**src/rtl/uart_pkg.sv**
```systemverilog
// Shared UART receiver constants, baud-tick formula and receiver state encoding.
// No logic; latency and backpressure are defined by the modules that import it.
package uart_pkg;

  localparam int BAUDRATE   = 115200;
  localparam int CLOCK_FREQ = 27000000;

  function automatic int baud_ticks(input int clk_hz, input int baud);
    return clk_hz / baud;
  endfunction

  localparam int BAUD_TICKS = baud_ticks(CLOCK_FREQ, BAUDRATE);

  typedef enum logic [2:0] {
    ST_IDLE,
    ST_START,
    ST_DATA,
    ST_STOP,
    ST_BREAK
  } rx_state_t;

endpackage

```
**src/rtl/uart_sync.sv**
```systemverilog
// Two-flop synchroniser with a configurable reset value; 2-cycle latency.
// No backpressure: samples every clock.
module uart_sync #(
  parameter logic RST_VAL = 1'b1
) (
  input  logic clock,
  input  logic n_reset,
  input  logic d,
  output logic q
);

  logic r_meta;
  logic r_sync;

  always_ff @(posedge clock or negedge n_reset) begin
    if (!n_reset) begin
      r_meta <= RST_VAL;
      r_sync <= RST_VAL;
    end else begin
      r_meta <= d;
      r_sync <= r_meta;
    end
  end

  assign q = r_sync;

endmodule

```
**src/rtl/uart_rx.sv**
```systemverilog
// 8N1 UART receiver, mid-bit sampling; data_valid ~2 + BAUD_TICKS/2 + 9*BAUD_TICKS cycles after the start edge.
// No backpressure or buffering: each good byte overwrites data_out and pulses data_valid for one cycle.
module uart_rx
  import uart_pkg::*;
#(
  parameter int BAUDRATE   = uart_pkg::BAUDRATE,
  parameter int CLOCK_FREQ = uart_pkg::CLOCK_FREQ,
  parameter int BAUD_TICKS = uart_pkg::baud_ticks(CLOCK_FREQ, BAUDRATE)
) (
  input  logic       clock,
  input  logic       n_reset,
  input  logic       rx,
  output logic [7:0] data_out,
  output logic       data_valid,
  output logic       frame_error,
  output logic       rx_busy
);

  localparam int          HALF_TICKS = BAUD_TICKS / 2;
  localparam logic [15:0] LAST_TICK  = 16'(BAUD_TICKS - 1);
  localparam logic [15:0] HALF_LAST  = 16'(HALF_TICKS - 1);

  logic        w_rx_s;
  rx_state_t   r_state;
  logic [15:0] r_cnt;
  logic [2:0]  r_bit_idx;
  logic [7:0]  r_shift;
  logic [7:0]  r_data;
  logic        r_valid;
  logic        r_ferr;
  logic        r_busy;

  uart_sync #(.RST_VAL(1'b1)) u_sync (
    .clock   (clock),
    .n_reset (n_reset),
    .d       (rx),
    .q       (w_rx_s)
  );

  always_ff @(posedge clock or negedge n_reset) begin
    if (!n_reset) begin
      r_state   <= ST_IDLE;
      r_cnt     <= '0;
      r_bit_idx <= '0;
      r_shift   <= '0;
      r_data    <= 8'h00;
      r_valid   <= 1'b0;
      r_ferr    <= 1'b0;
      r_busy    <= 1'b0;
    end else begin
      r_valid <= 1'b0;
      r_ferr  <= 1'b0;
      case (r_state)
        ST_IDLE: begin
          if (!w_rx_s) begin
            r_state <= ST_START;
            r_cnt   <= '0;
            r_busy  <= 1'b1;
          end
        end
        // Start bit re-checked at its middle; a high line here was only a glitch.
        ST_START: begin
          if (r_cnt == HALF_LAST) begin
            r_cnt <= '0;
            if (!w_rx_s) begin
              r_state   <= ST_DATA;
              r_bit_idx <= '0;
            end else begin
              r_state <= ST_IDLE;
              r_busy  <= 1'b0;
            end
          end else begin
            r_cnt <= r_cnt + 16'd1;
          end
        end
        ST_DATA: begin
          if (r_cnt == LAST_TICK) begin
            r_shift[r_bit_idx] <= w_rx_s;
            r_cnt              <= '0;
            r_bit_idx          <= r_bit_idx + 3'd1;
            if (r_bit_idx == 3'd7) r_state <= ST_STOP;
          end else begin
            r_cnt <= r_cnt + 16'd1;
          end
        end
        ST_STOP: begin
          if (r_cnt == LAST_TICK) begin
            r_cnt <= '0;
            if (w_rx_s) begin
              r_data  <= r_shift;
              r_valid <= 1'b1;
              r_state <= ST_IDLE;
              r_busy  <= 1'b0;
            end else begin
              r_ferr  <= 1'b1;
              r_state <= ST_BREAK;
            end
          end else begin
            r_cnt <= r_cnt + 16'd1;
          end
        end
        ST_BREAK: begin
          if (w_rx_s) begin
            r_state <= ST_IDLE;
            r_busy  <= 1'b0;
          end
        end
        default: begin
          r_state <= ST_IDLE;
          r_busy  <= 1'b0;
        end
      endcase
    end
  end

  assign data_out    = r_data;
  assign data_valid  = r_valid;
  assign frame_error = r_ferr;
  assign rx_busy     = r_busy;

endmodule

```
**config.mk**
```make
export PLATFORM = sky130hd
export DESIGN_NAME = uart_rx
export DESIGN_NICKNAME = d
export VERILOG_FILES = /design/src/rtl/uart_pkg.sv /design/src/rtl/uart_sync.sv /design/src/rtl/uart_rx.sv
export SDC_FILE = /design/constraint.sdc
export NUM_CORES = 1
export LEC_CHECK = 0
export BUFFER_PORTS_ARGS = -buffer_cell sky130_fd_sc_hd__buf_2
export CAP_MARGIN = 30
export CELL_PAD_IN_SITES_DETAIL_PLACEMENT = 1
export CELL_PAD_IN_SITES_GLOBAL_PLACEMENT = 2
export CORE_ASPECT_RATIO = 1.25
export CORE_MARGIN = 5
export CORE_UTILIZATION = 43
export DETAILED_ROUTE_END_ITERATION = 16
export GPL_TIMING_DRIVEN = 0
export PLACE_DENSITY = 0.8
export SYNTH_ARGS = -nofsm -noshare
export SYNTH_HDL_FRONTEND = slang
export SYNTH_SLANG_ARGS = --single-unit
```
**constraint.sdc**
```tcl
create_clock -name clock -period 4.5 [get_ports clock]
set_input_delay 0.9 -clock clock [delete_from_list [all_inputs] [get_ports clock]]
set_output_delay 0.9 -clock clock [all_outputs]
set_load 0.02 [all_outputs]
```
==> impl_metrics.json, run 1 <==
{
  "drt_first_pass_iters": 4,
  "synth.area.top_cells": "dfrtp_1, mux2_2, nor2_1",
  "dpl.hpwl_um": 3580,
  "wl_met3_um": 127,
  "dpl_worst_slack_ps": 1820,
  "cp-start-kind": "register",
  "die_y_um": 89.3,
  "period_share_pct": 59.3,
  "vias": 1601,
  "avgSynthCellArea_um2": 10.8,
  "status": "finished clean",
  "p_leak_nw": 1.11,
  "maxCapViolations": 0,
  "cts_buffers": 5,
  "synthArstFlopShare_pct": 100,
  "place.gp.congestion": 0.777,
  "synthesis.nets": 209,
  "worstSetupEndpointType": "register",
  "cts_resized": 0,
  "gr-total-overflow": 0,
  "route.detailed.drc": 0,
  "cts_setup_buffers": 0,
  "synth_cell_types": 42,
  "grt_pass1_wl_um": 8670,
  "relSlewSlack_pct": 50.7,
  "netlist_area_mm2": 0.00216,
  "crit_arrival_ps": 2840,
  "rr_worst_depth": 5,
  "clk_pin_slew_worst_paths_ps": 90,
  "power_density_mw_per_mm2": 272,
  "worstHoldPathType": "register to register",
  "synthTopCellsByCount": "dfrtp_1, nor2_1, nand2_1",
  "wl_met1_um": 2020,
  "area_growth_pct": 11.7,
  "hold_buffers": 0,
  "clk_path_buf_depth": 2,
  "worstMarginPinSlew_ps": 740,
  "route.met2.wl_um": 2640,
  "grt_max_degree": 44,
  "setup_viol": 0,
  "reg2reg_slack_ps": 1830,
  "crit_start": "r_cnt[13]",
  "die_area_mm2": 0.00655,
  "ir_worst_vdd_v": 0.000131,
  "dr.first_iter.drc_count": 33,
  "rows": 28,
  "routedWlPerCell_um": 17.2,
  "hold_depth": 0,
  "yosys.area.top_type": "dfrtp_1",
  "yosysMostFrequentCell": "dfrtp_1",
  "num_io_pins": 14,
  "yosys_warnings": 0,
  "ys.flop_type": "dfrtp_1",
  "period_needed_ps": 2670,
  "postRouteAntennaNets": 0,
  "path_max_fanout": 10,
  "initial_core_util_pct": 45.0,
  "fin_nets": 230,
  "path_class": "register to register",
  "register_area_mm2": 0.00108,
  "hold_viol": 0,
  "synth_edf_count": 0,
  "setup-tns-final_ps": 0,
  "top_layer": "met4",
  "fmax_ghz": 0.375,
  "clkLatencyLatePin_ps": 300,
  "slew_viol_final": 0,
  "rsz0062_at_grt": "false",
  "multiInputGateArea_mm2": 0.00103,
  "numPortBuffers": 13,
  "n_fill_cell": 529,
  "yosys_register_bits": 43,
  "grt_pass1_vias": 1804,
  "reg2reg_from": "r_cnt[13]",
  "r2r-end": "r_cnt[5]",
  "grt_use_total_pct": 17.2,
  "wl_um": 4870,
  "via_per_inst": 5.66,
  "min-delay-start": "u_sync.r_meta",
  "cts_tree": "built",
  "hold_end": "u_sync.q",
  "diodes": 0,
  "coreArea_mm2": 0.00480,
  "timing.final.ws_setup_ps": 1830,
  "yosysTopAreaCellShare_pct": 47.5,
  "drive_above_1_share_pct": 22.0,
  "antenna_found_initial": 0,
  "clock_sinks": 43,
  "ctsHtreeMaxLevel": 2,
  "skew_ps": 6.43,
  "die_w_um": 73.4,
  "root_buffer": "clkbuf_8",
  "synth-seq-area-share_pct": 49.9,
  "required_ps": 4670,
  "syn_inst": 201
}
==> routing by layer <==
layer  track usage (%)  vias up
met1              20.0      820
met2              31.9       19
met3              3.04        9
li1                  -      753
met4              4.94        0
met5                 0        -
==> report_power, final <==
group / leakage [nW] / switching, mW / internal (mW)
Clock: 0.0408 / 0.143 / 0.111
Sequential: 0.574 / 0.000334 / 0.388
Combinational: 0.491 / 0.0110 / 0.00307
Total: 1.11 / 0.154 / 0.502
==> worst max path at each step <==
stage,end,slack [ps],cells past startpoint
final,r_cnt[5],1830,5
after global routing,r_cnt[10],1720,5
after CTS,r_cnt[5],1810,5
after detailed placement,r_cnt[5],1820,5
after global placement,r_cnt[10],1850,5
after floorplan,r_bit_idx[1],2040,6
==> cells in the final DEF, fill, tap and decap left out, types with 2 or more instances in the layout <==
| cell type | netlist | layout |
|---|---|---|
| a21oi_1 | 7 | 7 |
| nand2_1 | 18 | 18 |
| a22o_1 | 5 | 5 |
| buf_2 | 0 | 13 |
| xnor2_1 | 6 | 6 |
| nor2b_1 | 5 | 5 |
| nand4_1 | 6 | 6 |
| dfrtp_1 | 41 | 41 |
| or4_4 | 3 | 3 |
| xor2_1 | 4 | 4 |
| ha_1 | 5 | 5 |
| mux2_2 | 16 | 16 |
| a31oi_1 | 2 | 2 |
| clkbuf_1 | 4 | 4 |
| nor2_1 | 22 | 22 |
| inv_1 | 7 | 7 |
| nor3_1 | 2 | 2 |
| o31ai_1 | 2 | 2 |
| clkinvlp_4 | 0 | 2 |
| nor4_1 | 5 | 5 |
| nand3_1 | 10 | 10 |
| nand4b_1 | 2 | 2 |
| clkbuf_8 | 0 | 5 |
| o21ai_0 | 6 | 6 |
| dfstp_2 | 2 | 2 |
| a21o_1 | 2 | 2 |
==> sequential cells by signal, summed over array words and instances (netlist names) <==
| register | cells |
|---|---|
| data_out | 8 |
| r_state | 3 |
| rx_busy | 1 |
| u_sync.q | 1 |
| u_sync.r_meta | 1 |
| r_bit_idx | 3 |
| data_valid | 1 |
| frame_error | 1 |
| r_cnt | 16 |
| r_shift | 8 |
==> worst max-delay path: stages, from the launching register on <==
cell and delay (ps):
dfrtp_1 440, or4_4 580, or4_4 580, or2_2 330, a221oi_4 490, nor2_1 110
==> cells by family after synthesis <==
logic type / Yosys count / share of synthesized area (%)
compound gates: 29 / 9.84
simple gates: 83 / 21.4
flops: 43 / 49.9
xor+xnor: 10 / 4.05
fa+ha+maj: 6 / 3.36
mux: 17 / 8.80
buf+inv: 13 / 2.61
==> per-stage QoR <==
| stage | area, um2 | hold slack [ps] | utilization (%) | power, mW | std cells |
|---|---|---|---|---|---|
| after floorplan | 2160 | 345 | - | 0.398 | 201 |
| after global placement | 2300 | 348 | 47.9 | 0.408 | 274 |
| after detailed placement | 2300 | 357 | 47.9 | 0.408 | 274 |
| after CTS | 2390 | 370 | 49.9 | 0.664 | 282 |
| after global routing | 2410 | 375 | 50.3 | 0.688 | 283 |
| final | 2410 | 369 | 50.3 | 0.656 | 283 |
==> cell type report <==
class	count	area share (%)
sequential	43	44.7
tap	60	3.11
timing repair buffer	14	3.53
clock buffer	5	2.85
inverter	7	1.09
buffer	6	1.24
multi-input combinational	145	42.5
clock inverter	3	0.985
Power figures use the tool's default switching activity.
==> run 2: changes to the inputs <==
--- a/config.mk
+++ b/config.mk
@@ -11,10 +11,10 @@
 export CELL_PAD_IN_SITES_GLOBAL_PLACEMENT = 2
 export CORE_ASPECT_RATIO = 1.25
 export CORE_MARGIN = 5
-export CORE_UTILIZATION = 43
+export CORE_UTILIZATION = 39
 export DETAILED_ROUTE_END_ITERATION = 16
 export GPL_TIMING_DRIVEN = 0
-export PLACE_DENSITY = 0.8
+export PLACE_DENSITY = 0.73
 export SYNTH_ARGS = -nofsm -noshare
 export SYNTH_HDL_FRONTEND = slang
 export SYNTH_SLANG_ARGS = --single-unit
==> constraint.sdc (replaced) <==
create_clock -name clock -period 2.65 [get_ports clock]
set_input_delay 0.53 -clock clock [delete_from_list [all_inputs] [get_ports clock]]
set_output_delay 0.53 -clock clock [all_outputs]
set_load 0.02 [all_outputs]
==> run 2 against run 1 <==
Worst setup slack got worse by 1800 ps. Clock power rose by 70%. Highest routed layer unchanged. Final cell count rose by 3.5%. Register-to-register slack got worse by 1800 ps. Power rose by 70%. Die area rose by 9.0%. Critical path depth rose by 1.
==> impl_metrics.json, run 2 (same netlist as run 1, synthesis figures left out) <==
{
  "required_ps": 2830,
  "clk_path_buf_depth": 2,
  "dr.first_iter.drc_count": 25,
  "multiInputGateArea_mm2": 0.00105,
  "die_w_um": 76.6,
  "p_sw_uw": 262,
  "maxCapViolations": 0,
  "grt_pass1_vias": 1762,
  "clkLatencyLatePin_ps": 300,
  "period_needed_ps": 2580,
  "initial_core_util_pct": 40.0,
  "cts_tree": "built",
  "fin_nets": 236,
  "coreArea_mm2": 0.00541,
  "mostFrequentLayoutCell": "dfrtp_1",
  "ir_worst_vdd_v": 0.000200,
  "fmax_ghz": 0.388,
  "setup_viol": 0,
  "die_y_um": 93.2,
  "drt_first_pass_iters": 4,
  "via_per_inst": 5.52,
  "clock_sinks": 43,
  "p_leak_nw": 1.14,
  "ctsHtreeMaxLevel": 2,
  "worstHoldPathType": "primary input to async pin",
  "hold_viol": 0,
  "place.gp.congestion": 0.807,
  "cp-start-kind": "register",
  "largest_register_ffs": 16,
  "crit_arrival_ps": 2760,
  "grt_max_degree": 44,
  "n_fill_cell": 613,
  "cts_buffers": 5,
  "period_share_pct": 97.2,
  "finalPower_mw": 1.12,
  "wl_um": 4910,
  "postRouteAntennaNets": 0,
  "root_buffer": "clkbuf_8",
  "slew_viol_final": 0,
  "gr-total-overflow": 0,
  "status": "finished clean",
  "rows": 30,
  "routedWlPerCell_um": 16.7,
  "route.detailed.drc": 0,
  "regMostFlops": "r_cnt",
  "final_cell_mix": "dfrtp_1, nor2_1, nand2_1",
  "register_area_mm2": 0.00108,
  "worstSetupEndpointType": "register",
  "vias": 1617,
  "antenna_found_initial": 0,
  "worstMarginPinSlew_ps": 603,
  "dpl.hpwl_um": 3580,
  "numPortBuffers": 13,
  "path_max_fanout": 10,
  "p_sw_share_pct": 23.5,
  "rsz0062_at_grt": "true",
  "num_io_pins": 14,
  "relSlewSlack_pct": 59.8,
  "diodes": 0,
  "grt_pass1_wl_um": 8630,
  "fin_util_pct": 46.4,
  "p_comb_share_pct": 2.3,
  "dpl_worst_slack_ps": -68.8,
  "grt_use_total_pct": 15.0,
  "seqPwrFrac_pct": 59.1,
  "whs_ps": 200,
  "skew_ps": 10.1,
  "area_growth_pct": 16.0,
  "path_class": "register to register",
  "clk_pin_slew_worst_paths_ps": 90,
  "drive_above_1_share_pct": 26.6,
  "die_area_mm2": 0.00714,
  "p_int_uw": 853,
  "timing.final.ws_setup_ps": 74.4,
  "p_clk_share_pct": 38.7,
  "power_density_mw_per_mm2": 445
}
-- run 2: changes by cell type in the layout (fill, tap and decap cells not counted), sizes merged --
cell | previous run | this run
buf | 16 | 22
-- run 2: routing by layer --
layer	up-vias	wire length, um	GRT usage (%)	part of all wire [%]
li1	773	-	-	-
met1	824	1960	16.7	40
met2	15	2780	28.5	57
met3	5	104	2.79	2.1
met4	0	64	4.81	1.3
met5	-	0	0	0
-- run 2: path summary, 6_finish.rpt --
kind,depth (start not counted),slack (ps),end,startpoint
max,6,70,r_bit_idx[2],r_cnt[12]
min,1,200,r_shift[3],n_reset
max reg2reg,6,70,r_bit_idx[2],r_cnt[12]
min reg2reg,0,370,u_sync.q,u_sync.r_meta
max in group asynchronous,2,1940,r_state[2],n_reset
min in group clock,1,320,u_sync.r_meta,rx
-- run 2: final cells by class --
type	count	area share, %
Clock inverter	3	0.948
Buffer	6	1.20
Clock buffer	5	2.74
Multi-Input combinational cell	145	41.8
Timing Repair Buffer	20	5.99
Sequential cell	43	43.1
Inverter	7	1.05
Tap cell	64	3.19
-- run 2: power groups by stage --
stage	logic (mW)	registers (mW)	clock network (mW)
6_report	0.0255	0.659	0.431
3_5_place_dp	0.0217	0.672	0
2_1_floorplan	0.00419	0.672	0
4_1_cts	0.0222	0.659	0.451
5_1_grt	0.0302	0.659	0.479
3_3_place_gp	0.0206	0.672	0
-- run 2: per-stage QoR --
step           TNS [ps]  cells  instance area (um2)
5_1_grt           -69.9    293                 2510
3_3_place_gp     -0.930    278                 2310
4_1_cts               0    287                 2430
3_5_place_dp       -478    278                 2310
6_report              0    293                 2510
2_1_floorplan         0    201                 2160
-- run 2: critical path, stage by stage (launching register included) --
cell     delay (ps)
dfrtp_2         450
or4_4           550
or4_4           550
buf_6           170
or3b_1          340
a21o_1          220
a22o_1          190
-- run 2: what timing repair did --
item                                    4_1_cts  5_1_grt
endpoints found under the setup margin       18       16
hold buffers                                  0        0
endpoints found under the hold margin         0        0
pin swaps                                     1        1
resized for setup                             1        6
buffers inserted                              1        5
